===== src/rtl/relu_maxpool_col.sv =====
`default_nettype none
// ============================================================================
// Module   : relu_maxpool_col
// Brief    : ReLU + 2x2/stride-2 max pool + rescale/saturate over conv columns,
//            one pooled column per input column pair on a valid/ready output.
// Revision : 1.0 - initial release
// ============================================================================
module relu_maxpool_col #(
  parameter int IN_WIDTH   = 32,
  parameter int OUT_WIDTH  = 16,
  parameter int NUM_ROWS   = 25,
  parameter int NUM_COLS   = 25,
  parameter int FRAC_SHIFT = 8,
  localparam int c_out_rows = NUM_ROWS / 2,
  localparam int c_out_cols = NUM_COLS / 2,
  localparam int c_col_w    = $clog2(c_out_cols) + 1
) (
  input  logic                 clk,
  input  logic                 rst,
  input  logic                 clear,
  input  logic                 in_valid,
  input  logic [IN_WIDTH-1:0]  in_data [NUM_ROWS-1:0],
  output logic                 out_valid,
  input  logic                 out_ready,
  output logic [OUT_WIDTH-1:0] out_data [c_out_rows-1:0],
  output logic [c_col_w-1:0]   out_col,
  output logic                 out_last,
  output logic                 frame_done,
  output logic                 overflow
);

  localparam int c_cnt_w = $clog2(NUM_COLS) + 1;
  localparam logic [c_cnt_w-1:0]  c_last_col  = c_cnt_w'(NUM_COLS - 1);
  localparam logic [c_cnt_w-1:0]  c_last_pool = c_cnt_w'(c_out_cols - 1);
  localparam logic [IN_WIDTH-1:0] c_sat       = IN_WIDTH'((64'd1 << (OUT_WIDTH - 1)) - 64'd1);

  typedef enum logic [0:0] {
    ACC_FIRST  = 1'b0,
    ACC_SECOND = 1'b1
  } state_t;

  state_t               r_state, w_state_next;
  logic [c_cnt_w-1:0]   r_col_cnt, w_col_cnt_next;
  logic [IN_WIDTH-1:0]  r_hold   [c_out_rows];
  logic [IN_WIDTH-1:0]  w_pair   [c_out_rows];
  logic [OUT_WIDTH-1:0] w_result [c_out_rows];
  logic                 w_hold_load, w_new_result, w_frame_end, w_xfer;

  // After ReLU every value is non-negative, so unsigned compares suffice.
  for (genvar r = 0; r < c_out_rows; r++) begin : g_row
    logic [IN_WIDTH-1:0] w_lo, w_hi, w_max, w_scaled;
    assign w_lo        = in_data[2*r][IN_WIDTH-1]   ? '0 : in_data[2*r];
    assign w_hi        = in_data[2*r+1][IN_WIDTH-1] ? '0 : in_data[2*r+1];
    assign w_pair[r]   = (w_hi > w_lo) ? w_hi : w_lo;
    assign w_max       = (r_hold[r] > w_pair[r]) ? r_hold[r] : w_pair[r];
    assign w_scaled    = w_max >> FRAC_SHIFT;
    assign w_result[r] = (w_scaled > c_sat) ? c_sat[OUT_WIDTH-1:0] : w_scaled[OUT_WIDTH-1:0];
  end

  if (NUM_ROWS % 2 == 1) begin : g_odd_rows
    logic w_unused_row;
    assign w_unused_row = ^in_data[NUM_ROWS-1];
  end

  always_comb begin
    w_state_next   = r_state;
    w_col_cnt_next = r_col_cnt;
    w_hold_load    = 1'b0;
    w_new_result   = 1'b0;
    w_frame_end    = 1'b0;
    if (in_valid) begin
      w_frame_end    = (r_col_cnt == c_last_col);
      w_col_cnt_next = w_frame_end ? '0 : r_col_cnt + c_cnt_w'(1);
      case (r_state)
        // A trailing odd column has no partner and is dropped.
        ACC_FIRST: begin
          if (!w_frame_end) begin
            w_hold_load  = 1'b1;
            w_state_next = ACC_SECOND;
          end
        end
        ACC_SECOND: begin
          w_new_result = 1'b1;
          w_state_next = ACC_FIRST;
        end
        default: w_state_next = ACC_FIRST;
      endcase
    end
  end

  always_ff @(posedge clk or posedge rst) begin
    if (rst) begin
      r_state   <= ACC_FIRST;
      r_col_cnt <= '0;
    end else if (clear) begin
      r_state   <= ACC_FIRST;
      r_col_cnt <= '0;
    end else begin
      r_state   <= w_state_next;
      r_col_cnt <= w_col_cnt_next;
    end
  end

  always_ff @(posedge clk or posedge rst) begin
    if (rst) begin
      for (int r = 0; r < c_out_rows; r++) r_hold[r] <= '0;
    end else if (clear) begin
      for (int r = 0; r < c_out_rows; r++) r_hold[r] <= '0;
    end else if (w_hold_load) begin
      for (int r = 0; r < c_out_rows; r++) r_hold[r] <= w_pair[r];
    end
  end

  assign w_xfer = out_valid && out_ready;

  // Single-entry output register: a result arriving while it is stalled is lost.
  always_ff @(posedge clk or posedge rst) begin
    if (rst) begin
      out_valid  <= 1'b0;
      out_col    <= '0;
      out_last   <= 1'b0;
      frame_done <= 1'b0;
      overflow   <= 1'b0;
      for (int r = 0; r < c_out_rows; r++) out_data[r] <= '0;
    end else if (clear) begin
      out_valid  <= 1'b0;
      out_col    <= '0;
      out_last   <= 1'b0;
      frame_done <= 1'b0;
      overflow   <= 1'b0;
      for (int r = 0; r < c_out_rows; r++) out_data[r] <= '0;
    end else begin
      frame_done <= w_frame_end;
      if (w_new_result) begin
        if (!out_valid || out_ready) begin
          out_valid <= 1'b1;
          out_col   <= c_col_w'(r_col_cnt >> 1);
          out_last  <= ((r_col_cnt >> 1) == c_last_pool);
          for (int r = 0; r < c_out_rows; r++) out_data[r] <= w_result[r];
        end else begin
          overflow <= 1'b1;
        end
      end else if (w_xfer) begin
        out_valid <= 1'b0;
      end
    end
  end

endmodule
`default_nettype wire


===== config.mk =====
export PLATFORM = sky130hd
export DESIGN_NAME = relu_maxpool_col
export DESIGN_NICKNAME = d
export VERILOG_FILES = /design/src/rtl/relu_maxpool_col.sv
export SDC_FILE = /design/constraint.sdc
export NUM_CORES = 2
export LEC_CHECK = 0
export BUFFER_PORTS_ARGS = -buffer_cell sky130_fd_sc_hd__buf_2
export CORE_AREA = 2 2 396 398
export CTS_CLUSTER_DIAMETER = 150
export DETAILED_ROUTE_END_ITERATION = 10
export DIE_AREA = 0 0 398 400
export PLACE_DENSITY = 0.53
export SLEW_MARGIN = 20
export SYNTH_ARGS = -nofsm -noshare
export SYNTH_HDL_FRONTEND = slang
export SYNTH_SLANG_ARGS = --single-unit

===== constraint.sdc =====
create_clock -name clk -period 16.2 [get_ports clk]
set_input_delay 1.62 -clock clk [delete_from_list [all_inputs] [get_ports clk]]
set_output_delay 1.62 -clock clk [all_outputs]
set_load 0.02 [all_outputs]

-- After elaboration in Yosys (flattened, before gate mapping)
Cells that the tools add are included.
- logic and storage cells: 175
- input bits: 805
- bits in registers: 592
- add/sub/neg operators: 1
- equal/unequal tests: 4
- $lt $le $gt $ge: 36
- bitwise operators: 1
- mux-type cells: 91
- reduce and logical (&&, ||, !) cells: 11
- operators by type and width (kind ; count):
    2-to-1 mux 31 bit ; 36
    2-to-1 mux 384 bit ; 2
    2-to-1 mux 192 bit ; 3
    greater-than comparator 32 x 31 -> 1 bit ; 12
    2-to-1 mux 32 bit ; 12
    greater-than comparator 31 bit ; 12
    greater-than comparator 24 x 15 -> 1 bit (second input constant) ; 12
    2-to-1 mux 16 bit ; 12
    2-to-1 mux 1 bit ; 19
    2-to-1 mux 6 bit ; 3
    2-to-1 mux 5 bit ; 3
    nonzero test 2 bit ; 4
    adder 6 x 1 -> 6 bit (second input constant) ; 1
    equality test 6 x 5 -> 1 bit (second input constant) ; 1
    AND reduction 2 bit ; 3
    equality test 5 x 4 -> 1 bit (second input constant) ; 1
    != test 3 x 2 -> 1 bit (second input constant) ; 1
    nonzero test 3 bit ; 1
    != test 2 bit (second input constant) ; 1
    one-hot mux 1 bit (2 select lines) ; 1
    logical AND 1 bit ; 1
    zero test 1 bit ; 1
    logical OR 1 bit ; 1
    inverter 1 bit ; 1

-- Longest topological paths before layout
- word-level depth: 10
- gate-level depth with buffers: 23
- gate-level depth less buffers: 19

-- Least setup slack after synthesis
OpenSTA, ideal clock, no wires.
- kind: in2reg
- start: input port in_data[63] in the netlist's numbering
- end: register out_data[1] in the netlist's numbering
- stages on the path: 22
- setup slack: 9.879 ns
- path buffers: 5
- data arrival time: 6.192 ns
- setup time: 0.129 ns
- required time: 16.071 ns
- cells stage by stage: clkbuf_1 > clkbuf_1 > nor2b_1 > ha_1 > a21oi_1 > o21ai_0 > a221o_1 > a211o_1 > o21ai_4 > buf_4 > buf_4 > mux2i_1 > ha_1 > nand4_1 > nor3_1 > a221o_1 > nor3_1 > o211ai_1 > nand2_1 > nor2_1 > clkbuf_1 > a2111o_1
- cells in the longest elaborated chain, start to end: 10
- RTL lines (element ; line ; RTL):
    start: declaration ; 22 ; input logic [IN_WIDTH-1:0] in_data [NUM_ROWS-1:0],
    2-to-1 mux 31 bit * ; 53 ; assign w_hi = in_data[2*r+1][IN_WIDTH-1] ? '0 : in_data[2*r+1];
    greater-than comparator 31 bit ; 54 ; assign w_pair[r] = (w_hi > w_lo) ? w_hi : w_lo;
    2-to-1 mux 31 bit * ; 54 ;
    greater-than comparator 32 x 31 -> 1 bit ; 55 ; assign w_max = (r_hold[r] > w_pair[r]) ? r_hold[r] : w_pair[r];
    2-to-1 mux 32 bit * ; 55 ;
    greater-than comparator 24 x 15 -> 1 bit ; 57 ; assign w_result[r] = (w_scaled > c_sat) ? c_sat[OUT_WIDTH-1:0] : w_scaled[OUT_WIDTH-1:0];
    2-to-1 mux 16 bit * ; 57 ;
    2-to-1 mux 192 bit * ; 135 ; if (!out_valid || out_ready) begin
    2-to-1 mux 192 bit * ; 134 ; if (w_new_result) begin
    2-to-1 mux 192 bit * ; 125 ; end else if (clear) begin
    end: declaration ; 25 ; output logic [OUT_WIDTH-1:0] out_data [c_out_rows-1:0],
Every way passes the cells marked *; elsewhere a longest branch is shown, timed or not. The select of a mux whose other input is x is not followed.
A chain may end at the register's enable or synchronous reset.

-- Worst setup path after layout
- start: input port in_data[767] in the netlist's numbering
- end: register out_data[178] in the netlist's numbering
The elaborated chain is that of the path after synthesis.

==> reports/metrics.cfg <==
[run_status]
run_status=finished, final reports clean

[power_and_ir_drop]
power.density_mw_per_mm2=83.3
power.clock.fraction=0.364
totalPowerFinal_w=0.00494
intPower_w=0.00318
power.leakage_nw=29.5
pwr-share-seq=0.326
ir_worst_vdd_mv=0.0732
power.switching_fraction=0.357
combinationalPowerShare=0.310
psw_w=0.00176

[sta]
rsz0062_at_grt=no
fmax_ghz=0.138
least_margin_pin_slew_ns=1.06
report.final.slew_viol_count=0
slew-limit-headroom=0.293
final_critical_path_setup_slack_ns=8.96
timing.final.hold_violations=0
setup_tns_final_ns=0
post-route-min-period_ns=7.24
final_min_period_over_clock_period=0.447
worst_clk_skew_ns=0.0350
setup_viol=0

[clock_tree]
clock_latency_late_sink_ns=0.68
htree_num_levels=3
clock_tree.buffer_depth=3
number_of_buffers_added_by_the_clock_tree_synthesis_step=76
cts_root_buf=sky130_fd_sc_hd__clkbuf_16
postCtsSetupRepairBufs=0
cts_hold_buf=0
cts.reportedPaths.clkPinSlew_ns=0.06
post_cts_resized=0
clock_tree_from_tritoncts=built
cts.sinks=580

[critical_path]
critical_path_class=in2reg
maximum_single_stage_delay_on_the_critical_path_ns=0.83
crit_path_max_fanout=32
kind_of_capture_point_of_the_worst_setup_path=flop
cp_top_delay_family=compound AO/OA/AOI/OAI gates
startpoint_type=input port
critical_path.slowest_cell=sky130_fd_sc_hd__a31oi_2
critical_path_required_ns=16.69
arrival_ns=7.73
cp.buffers_inverters=2
crit_chain=buf_2 > nor2b_1 > ha_1 > nand4_1 > nor4_1 > and3_1 > a21boi_0 > o21a_2 > buf_4 > nor2_1 > a21oi_1 > ha_1 > nand3_1 > or2_2 > nor3_1 > nand2_1 > o21ai_0 > o21ai_0 > a31oi_2 > a31oi_1

[place]
placed_cells=8698
place.gp.congestion=0.922
hpwlAfterDp_mm=143
io_buffer_count=973
dpl_worst_slack_ns=8.22

[synthesis]
ys_dominant_reg_cell=sky130_fd_sc_hd__dfrtp_1
synth_sequential_area_ratio=0.291
synthTopCellsByArea=sky130_fd_sc_hd__dfrtp_1, sky130_fd_sc_hd__ha_1, sky130_fd_sc_hd__nor2b_1
post-synth-top-count-cell=sky130_fd_sc_hd__ha_1
yosys.cell_types.count=60
synth_cells=5918
syn-cell-area_sq_mm=0.0499
post-synth-top-area-fraction=0.291
yosys_warn_count=0
synth_edf_count=0
ys_async_sr_fraction=1.00
synth_seq_cells=580
syn_nets=7469
synth_largest_area_cell=sky130_fd_sc_hd__dfrtp_1
syn_area_per_cell_sq_um=8.43
commonest_cells_in_the_netlist=sky130_fd_sc_hd__ha_1, sky130_fd_sc_hd__nor2b_1, sky130_fd_sc_hd__nand2_1

[layout]
final.fill_count=16000
layout-drive-gt1-share=0.176
num-nets-final=8270
area_growth_syn_to_layout_pct=18.9
layout.cells.non_filler=8852
utilization_of_the_core_after_routing=0.382

[global_route]
global_route_wire_length_before_repair_mm=276
globalRouteOverflowTotal=0
overall_global_routing_usage=0.223
grt_max_degree=203
initial_antenna_violation_count=26
first_global_vias=45700

[hold_path]
timing.hold.worst.class=reg2reg

[die]
io_pins=1006
fp.dieH_um=400
num_rows=145
floorplan.initialDensity=0.322
die-width_um=398
placeableCoreArea_sq_mm=0.155
dieArea_sq_mm=0.159

[routing]
topRoutingLayerUsed=met5
drtAntennaViolNets=0
first_pass_iters=6
detail_route.iter0.violations=2590
drc=0
post_drt_via_cell_ratio=5.27
wire_per_inst_um=20.7
post_route_m1_wl_mm=79.7
num_vias=46700
wl_mm=183
met3RoutedLength_mm=9.08
met2_routed_length_mm=88.3

[flow_run]
max_capacitance_violation_count=0

[power by group through the flow]
| stage | clock, W | combinational (W) | sequential [W] |
|---|---|---|---|
| 2_1_floorplan | 0 | 0.000965 | 0.00167 |
| 3_3_place_gp | 0 | 0.00151 | 0.00164 |
| 3_5_place_dp | 0 | 0.00153 | 0.00164 |
| 4_1_cts | 0.00187 | 0.00154 | 0.00161 |
| 5_1_grt | 0.00192 | 0.00171 | 0.00162 |
| 6_report | 0.00180 | 0.00153 | 0.00161 |
[registers in the layout, summed over array words and instances (netlist names)]
signal / cells
r_state: 1
out_last: 1
out_valid: 1
out_data: 192
frame_done: 1
r_hold: 372
overflow: 1
r_col_cnt: 6
out_col: 5
[path summary, 6_finish.rpt]
check / slack, ns / from / to / cells past startpoint
setup / recovery: 8.96 / in_data[767] / out_data[178]$_DFFE_PP0P_ / 20
hold / removal: 0.47 / out_col[0]$_DFFE_PP0P_ / out_col[0]$_DFFE_PP0P_ / 2
setup reg to reg: 11.86 / r_col_cnt[1]$_DFFE_PP0P_ / r_hold[251]$_DFFE_PP0P_ / 11
hold reg to reg: 0.47 / out_col[0]$_DFFE_PP0P_ / out_col[0]$_DFFE_PP0P_ / 2
max in group asynchronous: 12.75 / rst / r_hold[274]$_DFFE_PP0P_ / 5
min in group asynchronous: 1.13 / rst / out_data[127]$_DFFE_PP0P_ / 3
[worst register-to-register path, cell delays in order, from the launching register on]
cell                       delay (ns)
sky130_fd_sc_hd__dfrtp_1         0.42
sky130_fd_sc_hd__inv_1           0.11
sky130_fd_sc_hd__ha_1            0.15
sky130_fd_sc_hd__nand4b_1        0.12
sky130_fd_sc_hd__nor2_1          0.32
sky130_fd_sc_hd__nor2_4          0.07
sky130_fd_sc_hd__a21oi_4         0.14
sky130_fd_sc_hd__buf_4           0.69
sky130_fd_sc_hd__buf_4           0.90
sky130_fd_sc_hd__buf_4           0.98
sky130_fd_sc_hd__nand2_1         0.22
sky130_fd_sc_hd__o21ai_0         0.12
[per-stage QoR]
stage	hold slack, ns	cell area, sq um
after floorplan	0.456	49900
after global placement	0.463	56600
after detailed placement	0.466	56600
after CTS	0.480	59200
after global routing	0.491	59300
final	0.467	59300
[metal layers]
metal / up-vias / track usage
met4: 8 / 0.0813
li1: 22900 / -
met2: 1108 / 0.381
met3: 218 / 0.0334
met5: - / 0
met1: 22400 / 0.283
[cell type report]
type,count,area [sq um],area share
clock buffers,109,2270,0.0383
inverters,241,908,0.0153
multi-input cells,4805,33400,0.563
clock inverters,32,363,0.00612
diodes,12,30.0,0.000506
flip-flops and latches,580,14500,0.245
well taps,2058,2570,0.0434
repair buffers,1015,5260,0.0886
[logic make-up after synthesis]
family | synth area share
simple gates | 0.239
compound gates | 0.197
fa+ha+maj | 0.187
flops | 0.291
buf+inv | 0.0433
mux | 0.0429
[cells in the final DEF, fill, tap and decap left out, drive strengths merged, types with 31 or more instances in the layout]
cell    netlist  layout
buf          66    1015
ha          746     746
nor2b       664     664
nand2       644     644
dfrtp       580     580
a21oi       528     528
o21ai       465     465
nor2        248     248
inv         241     243
mux2i       214     214
nand2b      189     189
nand4       144     144
a21o        115     115
clkbuf      226     109
nor4        104     104
and2         89      89
nand3        89      89
a31oi        84      84
a22o         79      79
a2111o       76      76
nor3         44      44
a211oi       34      34
o21a         31      31
Note: power is estimated with default switching activity, not from simulation.
